===== config.mk =====
export PLATFORM = sky130hd
export DESIGN_NAME = nv_nvdla_cacc_csb_slave
export DESIGN_NICKNAME = d
export VERILOG_FILES = /design/src/rtl/nv_nvdla_cacc_csb_slave.sv
export SDC_FILE = /design/constraint.sdc
export NUM_CORES = 1
export LEC_CHECK = 0
export ABC_AREA = 0
export BUFFER_PORTS_ARGS = -buffer_cell sky130_fd_sc_hd__buf_2
export CORE_MARGIN = 2
export CORE_UTILIZATION = 25
export CTS_CLUSTER_SIZE = 10
export DETAILED_ROUTE_END_ITERATION = 12
export GPL_TIMING_DRIVEN = 0
export PLACE_DENSITY = 0.53
export RECOVER_POWER = 100
export SLEW_MARGIN = 20
export SYNTH_ARGS = -nofsm -noshare
export SYNTH_HDL_FRONTEND = slang
export SYNTH_SLANG_ARGS = --single-unit
export TNS_END_PERCENT = 20

===== constraint.sdc =====
create_clock -name nvdla_core_clk -period 3.3 [get_ports nvdla_core_clk]
set_input_delay 0.495 -clock nvdla_core_clk [delete_from_list [all_inputs] [get_ports nvdla_core_clk]]
set_output_delay 0.495 -clock nvdla_core_clk [all_outputs]
set_load 0.1 [all_outputs]

===== src/rtl/nv_nvdla_cacc_csb_slave.sv =====
// CACC CSB slave: two-stage request pipe, ping-pong register group select and
// op_en/consumer tracking for the accumulator's double-buffered register file.
module nv_nvdla_cacc_csb_slave (
    input  logic        nvdla_core_clk,
    input  logic        nvdla_core_rstn,
    input  logic        csb2cacc_req_pvld,
    output logic        csb2cacc_req_prdy,
    input  logic [62:0] csb2cacc_req_pd,
    output logic        cacc2csb_resp_valid,
    output logic [33:0] cacc2csb_resp_pd,
    output logic [11:0] reg_offset,
    output logic [31:0] reg_wr_data,
    output logic        d0_reg_wr_en,
    output logic        d1_reg_wr_en,
    input  logic [31:0] d0_reg_rd_data,
    input  logic [31:0] d1_reg_rd_data,
    output logic        reg2dp_op_en,
    input  logic        dp2reg_done
);

    logic        s1_valid;
    logic [21:0] s1_addr;
    logic [31:0] s1_wdat;
    logic        s1_write;
    logic        s1_nposted;

    logic        producer;
    logic        consumer;
    logic [1:0]  op_en;

    logic        in_win;
    logic [11:0] offset;
    logic        wr_int;
    logic        grp_fwd;
    logic [1:0]  status0;
    logic [1:0]  status1;
    logic [31:0] rd_data;
    logic        unused_req;

    // srcpriv, wrbe and level carry no meaning here: every write is full-word
    assign unused_req = ^csb2cacc_req_pd[62:56];

    assign csb2cacc_req_prdy = 1'b1;

    always_ff @(posedge nvdla_core_clk or negedge nvdla_core_rstn) begin
        if (!nvdla_core_rstn) begin
            s1_valid <= 1'b0;
        end else begin
            s1_valid <= csb2cacc_req_pvld;
        end
    end

    // Datapath capture is left unreset; everything downstream is qualified by s1_valid
    always_ff @(posedge nvdla_core_clk) begin
        if (csb2cacc_req_pvld) begin
            s1_addr    <= csb2cacc_req_pd[21:0];
            s1_wdat    <= csb2cacc_req_pd[53:22];
            s1_write   <= csb2cacc_req_pd[54];
            s1_nposted <= csb2cacc_req_pd[55];
        end
    end

    assign in_win  = s1_valid && (s1_addr[21:10] == 12'h009);
    assign offset  = {s1_addr[9:0], 2'b00};
    assign wr_int  = in_win && s1_write;
    assign grp_fwd = wr_int && (offset >= 12'h00C);

    assign reg_offset   = s1_valid ? offset : 12'h000;
    assign reg_wr_data  = s1_valid ? s1_wdat : 32'h0;
    assign d0_reg_wr_en = grp_fwd && !producer;
    assign d1_reg_wr_en = grp_fwd && producer;

    assign status0 = !op_en[0] ? 2'd0 : (consumer == 1'b0) ? 2'd1 : 2'd2;
    assign status1 = !op_en[1] ? 2'd0 : (consumer == 1'b1) ? 2'd1 : 2'd2;

    always_comb begin
        rd_data = 32'h0;
        if (offset >= 12'h00C) begin
            rd_data = producer ? d1_reg_rd_data : d0_reg_rd_data;
        end else begin
            case (offset)
                12'h000: rd_data = {14'h0, status1, 14'h0, status0};
                12'h004: rd_data = {15'h0, consumer, 15'h0, producer};
                12'h008: rd_data = {31'h0, op_en[producer]};
                default: rd_data = 32'h0;
            endcase
        end
    end

    // A same-edge op_en write overrides the clear from dp2reg_done
    always_ff @(posedge nvdla_core_clk or negedge nvdla_core_rstn) begin
        if (!nvdla_core_rstn) begin
            producer <= 1'b0;
            consumer <= 1'b0;
            op_en    <= 2'b00;
        end else begin
            if (dp2reg_done) begin
                consumer        <= ~consumer;
                op_en[consumer] <= 1'b0;
            end
            if (wr_int && offset == 12'h004) begin
                producer <= s1_wdat[0];
            end
            if (wr_int && offset == 12'h008) begin
                op_en[producer] <= s1_wdat[0];
            end
        end
    end

    assign reg2dp_op_en = op_en[consumer];

    always_ff @(posedge nvdla_core_clk or negedge nvdla_core_rstn) begin
        if (!nvdla_core_rstn) begin
            cacc2csb_resp_valid <= 1'b0;
            cacc2csb_resp_pd    <= 34'h0;
        end else begin
            cacc2csb_resp_valid <= s1_valid && (!s1_write || s1_nposted);
            if (s1_valid && (!s1_write || s1_nposted)) begin
                cacc2csb_resp_pd <= {s1_write, !in_win,
                                     (in_win && !s1_write) ? rd_data : 32'h0};
            end else begin
                cacc2csb_resp_pd <= 34'h0;
            end
        end
    end

endmodule


==> results.json <==
{
  "netlist_area_um2": 3840,
  "clock_sink_count": 96,
  "number_of_antenna_violations_at_the_first_check_in_global_routing": 0,
  "worst_hold_path_type": "in2reg",
  "drt_first_iter_violations": 34,
  "die_x_um": 128,
  "yosysUniqueCellTypes": 31,
  "rsz0062_at_grt": "no",
  "ant_nets": 0,
  "synthesis.yosys.warnings": 0,
  "drv.max_cap_violation_count": 1,
  "num-nets-final": 615,
  "clock_skew_ns": 0.0115,
  "synth_fa_ha_area_share_pct": 0,
  "violations_in_the_final_reports": "capacitance limit, slew limit",
  "internal_power_mw": 1.98,
  "first_global_vias": 2970,
  "powerDensity_nw_per_um2": 551,
  "place_hpwl_mm": 7.32,
  "synthMuxAreaShare_pct": 9.58,
  "rows": 45,
  "setup_ws_ns": 0.489,
  "final_max_tran_viols": 41,
  "drtPass1Iterations": 4,
  "synth_area_leader_cell": "edfxtp_1",
  "grt_use_total_pct": 12.2,
  "worst-slew-pin-transition_ns": 2.30,
  "grt_start_max_net_pins": 58,
  "seqPwrFrac_pct": 47.5,
  "cts-buffers-inserted": 9,
  "design.portCount": 214,
  "path_clk_slew_ns": 0.08,
  "status": "finished with violations",
  "worstSetupEndpointType": "output pin",
  "yosys_register_bits": 96,
  "placement.io_buffers": 203,
  "finalSetupViolCount": 0,
  "synth_area_per_cell_um2": 14.3,
  "ff2ff_setup_slack_ns": 0.85,
  "floorplan.core_area_um2": 15100,
  "synth_xor_area_share_pct": 0.228,
  "most_frequent_cells_in_the_layout": "124 x buf_2, 87 x clkbuf_1, 56 x edfxtp_1",
  "synth.yosys.seq_area_share_pct": 69.9,
  "initial_utilization_pct": 25.4,
  "tritoncts": "built",
  "grt_overflow": 0,
  "placement.cell_area_um2": 5100,
  "vdd.ir_drop.worst_mv": 0.312,
  "slew_headroom_pct": -53.1,
  "timing.critical_path.cells": "buf_2 -> clkbuf_1 -> inv_1 -> nor2_1 -> clkbuf_2",
  "crit_path_max_incr_delay_ns": 0.64,
  "htree_levels": 3,
  "postCtsSetupBuffers": 0,
  "post_cts_resize_count": 0,
  "fp.dieH_um": 128,
  "post_drt_via_cell_ratio": 4.12,
  "worst_r2r_startpoint": "s1_addr[7]",
  "critPathLaunch": "producer",
  "synthSimpleGateAreaFrac_pct": 15.3,
  "finalWirelength_mm": 9.82,
  "r2r_cells": 5,
  "mostFrequentLayoutCell": "buf_2",
  "yosys-top-cells-area": "edfxtp_1 44%, dfrtp_1 26%, mux2i_1 7.8%",
  "holdWs_ns": 0.314,
  "final_design_area_no_fill_um2": 5260,
  "synthCells": 269,
  "fraction_of_power_consumed_by_the_clock_network_pct": 35.9,
  "drt_wl_cell_um": 14.5,
  "finalCriticalPeriod_ns": 2.81,
  "detailedPlace.worstSlack_ns": 0.790,
  "die-area_um2": 16400,
  "cts-root-to-sink-buffers": 2,
  "routability_congestion_estimate": 0.789,
  "synth_top_family_by_area": "simple AND/OR/NAND/NOR gates",
  "cts_hold_buf": 0,
  "critPathKind": "reg2out",
  "cts.root.buffer_cell": "clkbuf_16",
  "area_growth_pct": 37.0,
  "critical_path.max_fanout": 10,
  "num_antenna_cells": 0,
  "clk_latency_ns": 0.35,
  "worstPathArrival_ns": 2.32,
  "r2r_end": "cacc2csb_resp_pd[18]",
  "pwr-share-comb_pct": 16.6,
  "synth_compound_gate_area_share_pct": 1.69,
  "leak_pwr_nw": 2.21,
  "fin_crit_sh_pct": 85.2,
  "fraction_of_final_layout_cells_with_drive_strength_greater_than_1_pct": 32.9,
  "num_vias": 2792,
  "totalNegativeSetupSlack_ns": 0,
  "netlist.area_leader.share_pct": 43.8,
  "start_kind": "flip-flop",
  "first_pass_grt_wire_length_mm": 15.0,
  "switching_share_pct": 31.6,
  "cpMaxStageDelayCell": "clkbuf_1",
  "critPathCapture": "d1_reg_wr_en",
  "route.detailed.drc": 0,
  "timing.critical_path.required_ns": 2.80,
  "p_sw_mw": 0.918,
  "max_freq_mhz": 356,
  "final-hold-violation-count": 0,
  "postLayoutCoreUtil_pct": 34.9
}
==> power by group through the flow <==
stage	Clock [mW]	Sequential (mW)	Combinational, mW
2_1_floorplan	0	1.41	0.332
3_3_place_gp	0	1.40	0.496
3_5_place_dp	0	1.40	0.498
4_1_cts	1.08	1.38	0.500
5_1_grt	1.11	1.39	0.511
6_report	1.04	1.38	0.483
==> kinds of logic (layout without fill, tap and decap cells) <==
logic type | count (synthesis) | in the layout
DFF | 96 | 96
buffers and inverters | 20 | 239
AOI/OAI and AO/OA | 10 | 10
muxes | 36 | 36
and+or+nand+nor | 104 | 104
xor gates and xnor gates | 1 | 1
other | 2 | 3
==> per-stage QoR <==
step	cells	total power, mW
after floorplan	270	1.74
after global placement	661	1.90
after detailed placement	661	1.90
after CTS	677	2.95
after global routing	677	3.01
final	677	2.90
==> cell usage after synthesis, drive strengths merged <==
master and n:
a32o 1, inv 4, nor2 34, o21ai 2
and2 43, nor3b 2, nand2 8, a21boi 2
buf 11, o22ai 1, nand4 4, xor2 1
conb 2, dfrtp 40, a221oi 1, and4 1
mux2 6, and4b 1, nor4b 3, nor2b 2
clkbuf 5, mux2i 30, nor4 2, edfxtp 56
nand3 4, a21oi 3
==> area by class of cell <==
type	instances	area, µm²
multi-input combinational	154	1020
clock inverter	7	68.8
clock buffer	9	225
tap	188	235
buffer	16	90.1
fill	1568	9830
timing repair buffer	203	917
inverter	4	15.0
sequential	96	2680
==> flip-flops by register name, summed over array words and instances (netlist names) <==
name                 flops
s1_wdat                 32
cacc2csb_resp_valid      1
cacc2csb_resp_pd        34
s1_nposted               1
s1_addr                 22
s1_valid                 1
producer                 1
s1_write                 1
op_en                    2
consumer                 1
==> routing by layer <==
layer  GRT usage, %  vias up  wire length (µm)
li1               -     1361                 -
met3           5.13       11              1240
met1           13.8     1249              3990
met5              0        -                 0
met2           20.2      171              4420
met4           5.43        0               175
==> worst min-delay path by stage <==
stage / from / end / cells past startpoint
final: csb2cacc_req_pd[45] / s1_wdat[23] / 1
after global routing: csb2cacc_req_pd[24] / s1_wdat[2] / 1
after CTS: csb2cacc_req_pd[26] / s1_wdat[4] / 1
after detailed placement: s1_nposted / cacc2csb_resp_valid / 2
after global placement: consumer / consumer / 1
after floorplan: nvdla_core_rstn / cacc2csb_resp_pd[0] / 0
==> worst max-delay path, delay by kind of cell (launching register included) <==
family | cells | cell delay, ns
buf+inv | 4 | 1.48
flops | 1 | 0.37
simple gates | 1 | 0.12
Power figures use the tool's default switching activity.
